[config.mk]
export PLATFORM = sky130hd
export DESIGN_NAME = route_reserve_arbiter
export DESIGN_NICKNAME = d
export VERILOG_FILES = /design/src/rtl/noc_pkg.sv /design/src/rtl/rr_arbiter.sv /design/src/rtl/route_reserve_arbiter.sv
export SDC_FILE = /design/constraint.sdc
export NUM_CORES = 1
export LEC_CHECK = 0
export CORE_UTILIZATION = 60
export DETAILED_ROUTE_END_ITERATION = 8
export GPL_ROUTABILITY_DRIVEN = 0
export PLACE_DENSITY = 0.88
export SLEW_MARGIN = 20
export SYNTH_ARGS = -nofsm -noshare
export SYNTH_HDL_FRONTEND = slang
export SYNTH_HIERARCHICAL = 1
export SYNTH_SLANG_ARGS = --single-unit
[constraint.sdc]
create_clock -name clk -period 8.05 [get_ports clk]
set_input_delay 2.0125 -clock clk [delete_from_list [all_inputs] [get_ports clk]]
set_output_delay 2.0125 -clock clk [all_outputs]
set_load 0.1 [all_outputs]
[src/rtl/noc_pkg.sv]
// Shared NoC router constants: port indices, default port count and index-width derivation.
package noc_pkg;

  localparam int LOCAL = 0;
  localparam int NORTH = 1;
  localparam int EAST  = 2;
  localparam int SOUTH = 3;
  localparam int WEST  = 4;

  localparam int NOC_PORTS = 5;

  function automatic int requestWidth(input int ports);
    return (ports > 1) ? $clog2(ports) : 1;
  endfunction

  localparam int NOC_REQUEST_WIDTH = requestWidth(NOC_PORTS);

  typedef enum logic {
    FREE     = 1'b0,
    RESERVED = 1'b1
  } outState_t;

endpackage

[src/rtl/rr_arbiter.sv]
// Round-robin picker for one output: the first requester strictly after the last winner wins.
// The pointer is loaded with the winner whenever any request is present.
module rr_arbiter #(
  parameter int PORTS = 5,
  parameter int IDX_W = 3
) (
  input  logic             clk,
  input  logic             rst,
  input  logic [PORTS-1:0] req,
  output logic [PORTS-1:0] grant,
  output logic [IDX_W-1:0] winIdx
);

  logic [IDX_W-1:0] ptr;
  logic             found;

  // First pass looks above the pointer, second pass wraps around to index 0.
  always_comb begin
    grant  = '0;
    winIdx = '0;
    found  = 1'b0;
    for (int i = 0; i < PORTS; i++) begin
      if (!found && req[i] && (IDX_W'(i) > ptr)) begin
        found    = 1'b1;
        grant[i] = 1'b1;
        winIdx   = IDX_W'(i);
      end
    end
    for (int i = 0; i < PORTS; i++) begin
      if (!found && req[i]) begin
        found    = 1'b1;
        grant[i] = 1'b1;
        winIdx   = IDX_W'(i);
      end
    end
  end

  always_ff @(posedge clk) begin
    if (rst) begin
      ptr <= IDX_W'(PORTS - 1);
    end else if (found) begin
      ptr <= winIdx;
    end
  end

endmodule

[src/rtl/route_reserve_arbiter.sv]
// Router route reservation: each output is FREE or RESERVED by one input, granted round-robin.
// Optional sticky illegal-request flag on err: define ROUTE_RESERVE_ARBITER_ILLEGAL_REQ_EN.
//
//   state    | meaning
//   FREE     | output unowned; candidates arbitrated every cycle
//   RESERVED | output owned by owner[o] until that input pulses rel
module route_reserve_arbiter
  import noc_pkg::*;
#(
  parameter int PORTS         = NOC_PORTS,
  parameter int REQUEST_WIDTH = requestWidth(PORTS)
) (
  input  logic                           clk,
  input  logic                           rst,
  input  logic [PORTS-1:0]               req_valid,
  input  logic [PORTS*REQUEST_WIDTH-1:0] req_port,
  input  logic [PORTS-1:0]               rel,       // tail-flit route release pulses
  output logic [PORTS-1:0]               grant,
  output logic [PORTS*REQUEST_WIDTH-1:0] out_sel,
  output logic [PORTS-1:0]               out_busy,
  output logic                           err
);

  outState_t                        state [PORTS];
  logic [REQUEST_WIDTH-1:0]         owner [PORTS];
  logic [REQUEST_WIDTH-1:0]         winIdx [PORTS];
  logic [PORTS-1:0][PORTS-1:0]      cand;
  logic [PORTS-1:0][PORTS-1:0]      win;
  logic [PORTS-1:0]                 owns;
  logic [PORTS-1:0]                 relHit;
  logic [PORTS-1:0]                 grantNext;

  always_comb begin
    owns   = '0;
    relHit = '0;
    for (int o = 0; o < PORTS; o++) begin
      for (int i = 0; i < PORTS; i++) begin
        if (state[o] == RESERVED && owner[o] == REQUEST_WIDTH'(i)) begin
          owns[i] = 1'b1;
          if (rel[i]) relHit[o] = 1'b1;
        end
      end
    end
  end

  // Out-of-range port indices never match any o, so they are never granted.
  always_comb begin
    cand = '0;
    for (int o = 0; o < PORTS; o++) begin
      for (int i = 0; i < PORTS; i++) begin
        cand[o][i] = (state[o] == FREE) && req_valid[i] && !owns[i] &&
                     (req_port[i*REQUEST_WIDTH +: REQUEST_WIDTH] == REQUEST_WIDTH'(o));
      end
    end
  end

  for (genvar o = 0; o < PORTS; o++) begin : g_arb
    rr_arbiter #(
      .PORTS (PORTS),
      .IDX_W (REQUEST_WIDTH)
    ) u_arb (
      .clk    (clk),
      .rst    (rst),
      .req    (cand[o]),
      .grant  (win[o]),
      .winIdx (winIdx[o])
    );
  end

  always_comb begin
    grantNext = '0;
    for (int o = 0; o < PORTS; o++) grantNext = grantNext | win[o];
  end

  always_ff @(posedge clk) begin
    if (rst) begin
      grant <= '0;
      for (int o = 0; o < PORTS; o++) begin
        state[o] <= FREE;
        owner[o] <= '0;
      end
    end else begin
      grant <= grantNext;
      for (int o = 0; o < PORTS; o++) begin
        case (state[o])
          FREE: begin
            if (|cand[o]) begin
              state[o] <= RESERVED;
              owner[o] <= winIdx[o];
            end
          end
          RESERVED: begin
            if (relHit[o]) begin
              state[o] <= FREE;
              owner[o] <= '0;
            end
          end
          default: state[o] <= FREE;
        endcase
      end
    end
  end

  always_comb begin
    out_busy = '0;
    out_sel  = '0;
    for (int o = 0; o < PORTS; o++) begin
      out_busy[o]                                = (state[o] == RESERVED);
      out_sel[o*REQUEST_WIDTH +: REQUEST_WIDTH] = owner[o];
    end
  end

`ifdef ROUTE_RESERVE_ARBITER_ILLEGAL_REQ_EN
  logic illegalReq;

  always_comb begin
    illegalReq = 1'b0;
    for (int i = 0; i < PORTS; i++) begin
      if (req_valid[i] && int'(req_port[i*REQUEST_WIDTH +: REQUEST_WIDTH]) >= PORTS)
        illegalReq = 1'b1;
    end
  end

  always_ff @(posedge clk) begin
    if (rst) err <= 1'b0;
    else if (illegalReq) err <= 1'b1;
  end
`else
  assign err = 1'b0;
`endif

endmodule

==> metrics.md, run 1 <==
| Metric | Value |
|---|---|
| Outcome | finished, final reports clean |
| DRT iter0 DRCs | 488 |
| Netlist cell types | 66 |
| Period utilization | 0.612 |
| Nets | 544 |
| Vias in the first global route | roughly 4000 |
| Fin. Hold Viols | 0 |
| Least-Margin Pin Slew | between 1 and 1.5 ns |
| Top delay family on crit path | simple AND/OR/NAND/NOR gates |
| Sequential cell area | just under 1000 um^2 |
| Die X-Extent | 83.1 um |
| Design Area, Final | about 4600 um^2 |
| Core area | 6350 um^2 |
| Setup TNS | 0 ns |
| Final WL | ~12000 um |
| Max Freq | slightly above 200 MHz |
| DRT antenna net count | 0 |
| Final Slew Violations | 0 |
| VDD IR-drop max | approximately 0.27 mV |
| Worst-path clk slew | ~0.080 ns |
| Via Count | 4191 |
| Pre-antenna DRT Iters | 7 |
| Initial Util | 0.621 |
| Vias/cell | just over 7 |
| Largest net degree at the start of global routing | 23 |
| Routed len/inst | 20.3 um |
| Ys Warns | 6 |
| Fillcell total | between 400 and 500 |
| Async SR Flop Fraction | 0 |
| Highest metal used | met4 |
| DPL Wire Length | just over 9000 um |
| CP endpoint kind | flop |
| Worst path slowest cell | or4_4 |
| Sequential element share of the synthesized area | 0.244 |
| I/O Buffers | 51 |
| Initial antenna violation count | 0 |
| Area grow syn2layout | 16.3% |
| Power Total | 0.00114 W |
| Postcts setup bufs | 0 |
| Critical Path Fanout Max | 7 |
| Cell count after synthesis | ~480 |
| CTS buffer count | 5 |
| # DRC | 0 |
| N_diodes | 0 |
| Min Tclk post-route | 4.93 ns |
| Met2 wire length | roughly 5700 um |
| Rows | 29 |
| Slew headroom | 0.281 |
| IO Count | 53 |
| Root Buffer | clkbuf_8 |
| Worst min-delay path class | flop to flop |
| Metal3 WL | between 1000 and 1500 um |
| Worst-Skew Late Latency | ~0.3 ns |
| Reg-to-reg slack, setup | 4.34 ns |
| Die area | 6910 um^2 |
| Wl on met1 | between 4000 and 5000 um |
| Critical path arrival | about 5 ns |
| Crit-path cells | clkdlybuf4s50_1, or4_4, or3_2, nor2_1, nand2b_2, a21oi_2, o31ai_2, and2_1, nor3_1, a21oi_1 |
| RSZ-0062 raised after global routing | false |
| Share of cells above drive strength 1 | 0.201 |
| Setup crit start kind | input port |
| H-Tree Depth | 2 |
| Syn nets | between 500 and 600 |
| Post-place instance area | approximately 4500 um^2 |
| Maxcap violations | 0 |
| PD cells | approximately 250 nW/um^2 |
| Lkg Pwr | 1.61 nW |
| CTS tree | yes |
| Most used DFF post-synth | dfxtp_1 |
| Clk sink count | 40 |
| Final setup violation count | 0 |
| Critical Path RT | a little over 8 ns |
| Fin util | 0.723 |
| EDFF count, synth | 16 |
| Global-route usage over all layers | 0.351 |
| CTS resizes | 0 |
| Synthesized area per cell | between 8 and 9 um^2 |
| Layout Skew | 0.00605 ns |
| Seq cells post-synth | 40 |
| Area of the multi-input gates | between 2000 and 3000 um^2 |
| Clock buffer depth | 2 |
| Slowest stage delay, CP | about 0.60 ns |
| Total grt overflow | 0 |
| Post-Syn Area | around 4000 um^2 |
| Die span in y | just over 80 um |
| Hold_buf cts | 0 |
| Buf/Inv on CP | 1 |
| Crit path kind | input port to flop |
| First-pass GRT wire length | between 15000 and 20000 um |
## routing by layer
| layer | GRT usage | up-vias |
|---|---|---|
| met5 | 0 | - |
| met4 | 0.179 | 0 |
| met3 | 0.0795 | 58 |
| met2 | 0.572 | 327 |
| met1 | 0.434 | 1943 |
| li1 | - | 1863 |
## cells in the mapped netlist (all sizes together), types with 9 or more instances
cell | count | area, um^2
dfxtp | 24 | 480
buf | 16 | 121
nor3 | 28 | 140
nand4 | 9 | 56.3
inv | 39 | 146
nor2b | 14 | 87.6
nand2 | 29 | 109
or2 | 13 | 81.3
nand2b | 11 | 81.3
a21oi | 38 | 246
a21boi | 9 | 86.3
and2 | 10 | 62.6
nand3b | 11 | 82.6
and3 | 13 | 81.3
a31oi | 28 | 238
edfxtp | 16 | 480
nor2 | 43 | 174
o21ai | 19 | 95.1
nand3 | 10 | 50.1
## cells by family after synthesis
logic type      after synthesis  share of synthesized area
compound gates              132                      0.291
buf+inv                      60                     0.0726
flops                        40                      0.243
mux                           6                     0.0279
other cells                   1                   0.000950
simple gates                236                      0.364
## where the power goes
group | internal, W | switching [W] | total [W] | leakage [nW]
clock network | 0.000124 | 0.0000763 | 0.000200 | 0.0654
logic | 0.000187 | 0.000397 | 0.000584 | 1.18
registers | 0.000260 | 0.000101 | 0.000361 | 0.361
total | 0.000571 | 0.000574 | 0.00114 | 1.61
## registers in the layout, summed over array words and instances, names as in the netlist
name             cells
grant                5
g_arb.u_arb/ptr     15
state                5
owner               15
## cell type report
cell class	instances	share of cell area
multi-input combinational	375	0.589
sequential	40	0.209
timing repair buffer	56	0.119
inverter	39	0.0319
tap	77	0.0210
clock buffer	6	0.0158
clock inverter	2	0.0131
## worst reg2reg max path, cell delays in order, from the launching register on
cell      delay [ns]
edfxtp_1        0.61
nand3b_1        0.18
o22ai_1         0.15
or4_4           0.59
or3_2           0.46
nor2_1          0.51
nand2b_2        0.17
a21oi_2         0.21
o31ai_2         0.10
and2_1          0.17
nor3_1          0.29
a21oi_1         0.12
## layout by cell type (no fill, tap or decap), types with 4 or more instances in the layout
cell | netlist | routed
nor3_1 | 28 | 27
a21boi_2 | 5 | 5
o22a_2 | 5 | 5
nand4_1 | 9 | 9
mux4_2 | 4 | 4
inv_1 | 34 | 34
nor4bb_1 | 4 | 4
nand2_1 | 29 | 29
nand4bb_1 | 4 | 4
o31ai_2 | 5 | 5
buf_4 | 14 | 5
or2_2 | 7 | 7
o21ai_1 | 15 | 15
or2_1 | 6 | 6
nor2_1 | 38 | 38
nor4_2 | 5 | 5
nand2b_2 | 5 | 5
and2_1 | 10 | 10
a21o_1 | 7 | 7
o21ai_0 | 4 | 4
nand3_1 | 10 | 10
a2111oi_4 | 6 | 6
and3_1 | 13 | 13
clkbuf_8 | 0 | 5
nor2b_1 | 14 | 14
nand2b_1 | 6 | 6
and4b_1 | 5 | 5
inv_2 | 5 | 5
nand3b_1 | 11 | 11
or4b_2 | 4 | 4
a21oi_1 | 23 | 23
edfxtp_1 | 16 | 16
nor2_2 | 5 | 5
a21boi_0 | 4 | 4
dfxtp_1 | 24 | 24
a21oi_2 | 15 | 15
a31oi_2 | 10 | 10
clkdlybuf4s50_1 | 0 | 51
a31oi_1 | 18 | 18
## through the flow
step / cells / setup WS, ns / hold slack, ns
2_1_floorplan: 475 / 3.56 / 0.578
3_3_place_gp: 587 / 3.00 / 0.577
3_5_place_dp: 587 / 2.92 / 0.596
4_1_cts: 595 / 3.22 / 0.611
5_1_grt: 595 / 3.06 / 0.648
6_report: 595 / 3.12 / 0.612
## final timing paths
check / from / to / cells after the start
max: req_port[5] / grant[4] / 10
min: owner[4][2] / owner[4][2] / 2
max reg2reg: state[2] / grant[4] / 11
min reg2reg: owner[4][2] / owner[4][2] / 2
(Power assumes the default switching activity.)
==> inputs of run 2 (changes only) <==
- CORE_UTILIZATION: 60 -> 51
- PLACE_DENSITY: 0.88 -> 0.8
- clock period: 8.05 -> 4.2 ns (I/O delays scaled with it)
==> metrics.md, run 2 (synthesized netlist as in run 1, its figures left out) <==
| Metric | Value |
|---|---|
| DRT antenna net count | 0 |
| Fillcell total | approximately 650 |
| Initial Util | 0.535 |
| Total grt overflow | 0 |
| Min Tclk post-route | between 3 and 4 ns |
| Critical R2R Capture | grant[1] |
| N_diodes | 0 |
| Design Area, Final | between 4000 and 5000 um^2 |
| CTS buffer count | 5 |
| Period utilization | 0.863 |
| Clk sink count | 40 |
| CTS tree | yes |
| Postcts setup bufs | 0 |
| Slew headroom | 0.337 |
| Lkg Pwr | between 1.5 and 2 nW |
| CP endpoint kind | flop |
| Die area | 8090 um^2 |
| Initial antenna violation count | 0 |
| Vias/cell | between 6 and 7 |
| Sequential cell area | a little under 1000 um^2 |
| PD cells | around 450 nW/um^2 |
| Least-Margin Pin Slew | a little under 1 ns |
| Final Slew Violations | 0 |
| I/O Buffers | 51 |
| Reg-to-reg slack, setup | 0.85 ns |
| Rows | 31 |
| H-Tree Depth | 2 |
| # DRC | 0 |
| DRT iter0 DRCs | around 460 |
| RR Startpoint | state[0] |
| Final WL | around 12000 um |
| VDD IR-drop max | 0.168 mV |
| Die X-Extent | approximately 90 um |
| RSZ-0062 raised after global routing | false |
| Area grow syn2layout | 18.1% |
| Via Count | approximately 4000 |
| Maxcap violations | 0 |
| Routed len/inst | about 19 um |
| Fin util | 0.632 |
| Outcome | finished, final reports clean |
| Worst-Skew Late Latency | 0.30 ns |
| Most frequent cells in the layout | clkdlybuf4s50_1, nor2_1, inv_1 |
| Global-route usage over all layers | 0.292 |
| Fin. Hold Viols | 0 |
| Post-place instance area | 4560 um^2 |
| Setup TNS | 0 ns |
| Cell count of the worst reg-to-reg path | 11 |
| Worst min-delay path class | flop to flop |
| Setup crit start kind | input port |
| CP Capture Point | grant[1] |
| Critical Path Fanout Max | 7 |
| Crit path kind | input port to flop |
| Max Freq | 276 MHz |
| Critical path arrival | between 3 and 4 ns |
| Area of the multi-input gates | 2700 um^2 |
| Worst-path clk slew | about 0.080 ns |
| CTS resizes | 0 |
| Pre-antenna DRT Iters | 5 |
| Layout Skew | 0.0104 ns |
| Vias in the first global route | about 3700 |
| Final setup violation count | 0 |
| Clock buffer depth | 2 |
| Top Registers | g_arb.u_arb/ptr (15), owner (15) |
| Hold_buf cts | 0 |
| Nets | roughly 560 |
| Critical Path RT | 4.39 ns |
| Crit. Startpoint | req_port[5] |
| Die span in y | around 90 um |
| Most common cell after layout, fill and taps aside | clkdlybuf4s50_1 |
| Largest net degree at the start of global routing | 19 |
| DPL Wire Length | approximately 9000 um |
| IO Count | 53 |
| Root Buffer | clkbuf_8 |
| Core area | between 7000 and 8000 um^2 |
| First-pass GRT wire length | between 15000 and 20000 um |
| Share of cells above drive strength 1 | 0.216 |
-- run 2: area by class of cell --
type / count / area share
Clock buffer: 8 / 0.0215
Tap cell: 99 / 0.0266
Sequential cell: 40 / 0.206
Timing Repair Buffer: 67 / 0.135
Multi-Input combinational cell: 375 / 0.579
Inverter: 39 / 0.0314
-- run 2: through the flow --
stage	cells	total power (W)	setup slack, ns	hold slack, ns
after floorplan	475	0.00156	0.374	0.578
after global placement	620	0.00178	0.392	0.585
after detailed placement	620	0.00181	0.317	0.589
after CTS	628	0.00210	0.622	0.608
after global routing	628	0.00221	0.450	0.641
final	628	0.00211	0.577	0.601
-- run 2: layer usage --
layer	part of all wire	GRT usage	vias up
met4	0.032	0.112	0
met3	0.084	0.0457	31
met1	0.43	0.401	1931
met5	0	0	-
li1	-	-	1884
met2	0.46	0.462	232
-- run 2: report_power, final --
part	internal [W]	leakage, nW	switching, W
Sequential	0.000498	0.361	0.000188
Clock	0.000150	0.0515	0.000141
Combinational	0.000383	1.24	0.000754
-- run 2: how the worst min path moves through the flow --
stage	from	to	slack, ns	cells after the start
2_1_floorplan	g_arb[0].u_arb/ptr[1]	g_arb[0].u_arb/ptr[1]	0.58	2
3_3_place_gp	owner[4][2]	owner[4][2]	0.58	2
3_5_place_dp	owner[4][1]	owner[4][1]	0.59	2
4_1_cts	owner[4][1]	owner[4][1]	0.61	2
5_1_grt	owner[4][2]	owner[4][2]	0.64	2
6_report	owner[4][1]	owner[4][1]	0.60	2
-- run 2: critical path, stage by stage --
cell             delay (ns)
clkdlybuf4s50_1        0.43
or4_4                  0.58
or4b_1                 0.56
inv_1                  0.26
nor2b_1                0.17
o21ai_1                0.10
a31oi_1                0.28
nor2_1                 0.08
nor3_1                 0.20
a21oi_1                0.10
==> inputs of run 3 (changes only) <==
- CORE_UTILIZATION: 51 -> 50
- SYNTH_HIERARCHICAL: 1 -> unset
==> metrics.md, run 3 <==
| Metric | Value |
|---|---|
| Simple-gate share of the synthesized area | 0.444 |
| First-pass GRT wire length | 19500 um |
| Setup TNS | 0 ns |
| Initial antenna violation count | 0 |
| RR Startpoint | owner[1][0] |
| Stages on worst setup path | 8 |
| Routed len/inst | between 20 and 25 um |
| Top Registers | g_arb.u_arb.ptr (15), owner (15) |
| Comb pwr share | 0.551 |
| Initial Util | 0.520 |
| H-Tree Depth | 2 |
| CTS resizes | 0 |
| Clk sink count | 40 |
| Via Count | between 4000 and 5000 |
| Seq cells post-synth | 40 |
| Nets | 515 |
| Final Slew Violations | 0 |
| Netlist cell types | between 70 and 80 |
| Largest net degree at the start of global routing | 34 |
| Synth top area share | 0.136 |
| DRT iter0 DRCs | ~500 |
| Synth Area in Adders | 0 |
| Worst min-delay path class | flop to flop |
| Worst path slowest cell | or4b_2 |
| Most used standard cell by instance count after synthesis | nor2_1 |
| Power Total | around 0.0022 W |
| # DRC | 0 |
| Largest area contributor in the netlist | dfxtp_1 |
| Crit. Startpoint | req_port[4] |
| VDD IR-drop max | 0.220 mV |
| Internal Dissipation | 0.00106 W |
| CP Capture Point | grant[2] |
| Syn nets | between 400 and 500 |
| Reg-to-reg slack, setup | 0.70 ns |
| DRT antenna net count | 0 |
| Outcome | finished, final reports clean |
| Crit-path cells | clkdlybuf4s50_1, or4b_2, or3_1, or3_1, nand2_1, nor3_1, nor4b_1, a41oi_1 |
| Switch Pwr | 0.00117 W |
| XOR/XNOR share of the synthesized area | 0 |
| Cell repeated most along the worst path | or3_1 |
| DPL Wire Length | approximately 9400 um |
| Global-route usage over all layers | 0.341 |
| Critical Path Fanout Max | 6 |
| Cell count of the worst reg-to-reg path | 7 |
| Pre-antenna DRT Iters | 5 |
| Largest family of logic cells by synthesized area | simple AND/OR/NAND/NOR gates |
| Critical Path RT | around 4.3 ns |
| Cell count after synthesis | 443 |
| Core area | between 6000 and 7000 um^2 |
| Critical path arrival | 3.95 ns |
| Post-synthesis mux area share | 0.0308 |
| Maxcap violations | 0 |
| Sequential share of power | 0.302 |
| Fillcell total | between 500 and 600 |
| Slowest stage delay, CP | 0.71 ns |
| Rows | 30 |
| Sequential cell area | slightly below 1000 um^2 |
| Ys Warns | 0 |
| Compound-Gate Fraction of Synth Area | 0.202 |
| Final WL | 12400 um |
| Min Tclk post-route | ~3.8 ns |
| Most used DFF post-synth | dfxtp_1 |
| IO Count | 53 |
| Crit path kind | input port to flop |
| Clk pwr share | 0.147 |
| N_diodes | 0 |
| Sequential element share of the synthesized area | 0.272 |
| Least-Margin Pin Slew | around 1.1 ns |
| Area of the multi-input gates | roughly 2400 um^2 |
| Critical R2R Capture | state[1] |
| Fin. Hold Viols | 0 |
| Most common cell after layout, fill and taps aside | clkdlybuf4s50_1 |
| Period utilization | 0.909 |
| Clock buffer depth | 2 |
| Postcts setup bufs | 0 |
| I/O Buffers | 51 |
| Share of cells above drive strength 1 | 0.108 |
| Die area | 7400 um^2 |
| Async SR Flop Fraction | 0 |
| Most frequent cells in the layout | clkdlybuf4s50_1, nor2_1, nand2_1 |
| Vias in the first global route | 3763 |
| Lkg Pwr | 1.44 nW |
| Top delay family on crit path | simple AND/OR/NAND/NOR gates |
| Total grt overflow | 0 |
| Die X-Extent | 86.0 um |
| Final setup violation count | 0 |
| Vias/cell | between 7 and 8 |
| CP endpoint kind | flop |
| Worst-Skew Late Latency | roughly 0.3 ns |
| PD cells | about 520 nW/um^2 |
| Post-Syn Area | roughly 3500 um^2 |
| Hold_buf cts | 0 |
| CTS tree | yes |
| Buf/Inv on CP | 1 |
| Slew headroom | 0.280 |
| Area grow syn2layout | 20.2% |
| EDFF count, synth | 16 |
| Hold path start | g_arb[1].u_arb.ptr[1] |
| Switching Fraction | 0.525 |
| RSZ-0062 raised after global routing | false |
| Commonest cells post-synth | nor2_1, nand2_1, a21oi_1, nor3_1, dfxtp_1 |
| Layout Skew | 0.00709 ns |
| Max Freq | around 260 MHz |
| Setup crit start kind | input port |
| Worst-path clk slew | 0.09 ns |
| Root Buffer | clkbuf_8 |
| Area contributors post-synth | dfxtp_1, edfxtp_1, nor2_1 |
| CTS buffer count | 5 |
| Synthesized area per cell | about 8 um^2 |
| Die span in y | roughly 86 um |
## run 3: kinds of logic (layout without fill, tap and decap cells)
kind of cell	Yosys count	count (layout)
muxes	7	7
other	1	1
AOI/OAI and AO/OA	102	102
DFF	40	40
buffers and inverters	37	83
and+or+nand+nor	256	256
## run 3: worst min path at each step
stage / depth (start not counted) / end / slack (ns)
global route: 2 / g_arb[1].u_arb.ptr[1] / 0.53
CTS: 2 / g_arb[1].u_arb.ptr[1] / 0.48
floorplan: 2 / g_arb[1].u_arb.ptr[1] / 0.44
detailed placement: 2 / g_arb[1].u_arb.ptr[1] / 0.47
global placement: 2 / g_arb[1].u_arb.ptr[1] / 0.47
finish: 2 / g_arb[1].u_arb.ptr[1] / 0.48
## run 3: layer usage
metal / routed length [um] / up-vias / GRT usage
met5: 0 / - / 0
met1: 4900 / 1965 / 0.454
met4: 596 / 0 / 0.168
met2: 5590 / 336 / 0.536
li1: - / 1846 / -
met3: 1360 / 75 / 0.0549
## run 3: power by group through the flow
stage | sequential [W] | clock [W] | combinational, W
finish | 0.000672 | 0.000326 | 0.00123
global route | 0.000684 | 0.000344 | 0.00128
CTS | 0.000662 | 0.000323 | 0.00120
detailed placement | 0.000671 | 0 | 0.00120
global placement | 0.000663 | 0 | 0.00118
floorplan | 0.000881 | 0 | 0.000666
## run 3: cell type report
cell class,instances,area share
clock inverter,3,0.0100
clock buffer,5,0.0162
tap,96,0.0283
multi-input combinational,366,0.565
inverter,9,0.00796
sequential,40,0.227
timing repair buffer,66,0.146
## run 3: through the flow
stage                     cell area, um^2   util  cells  worst slack, ns  hold WS, ns
after detailed placement             4130  0.608    577            0.285        0.466
after CTS                            4240  0.624    585            0.583        0.479
after global placement               4130  0.608    577            0.274        0.465
final                                4240  0.624    585            0.381        0.482
after floorplan                      3530      -    443            0.883        0.444
after global routing                 4240  0.624    585            0.334        0.532
## run 3: worst register-to-register path, stage by stage, from the launching register on
cell	delay [ns]
edfxtp_1	0.54
nor4bb_1	0.77
nor3_1	0.18
and4_1	0.29
nor4_1	0.64
o311ai_1	0.23
nor4_2	0.47
a21oi_1	0.14
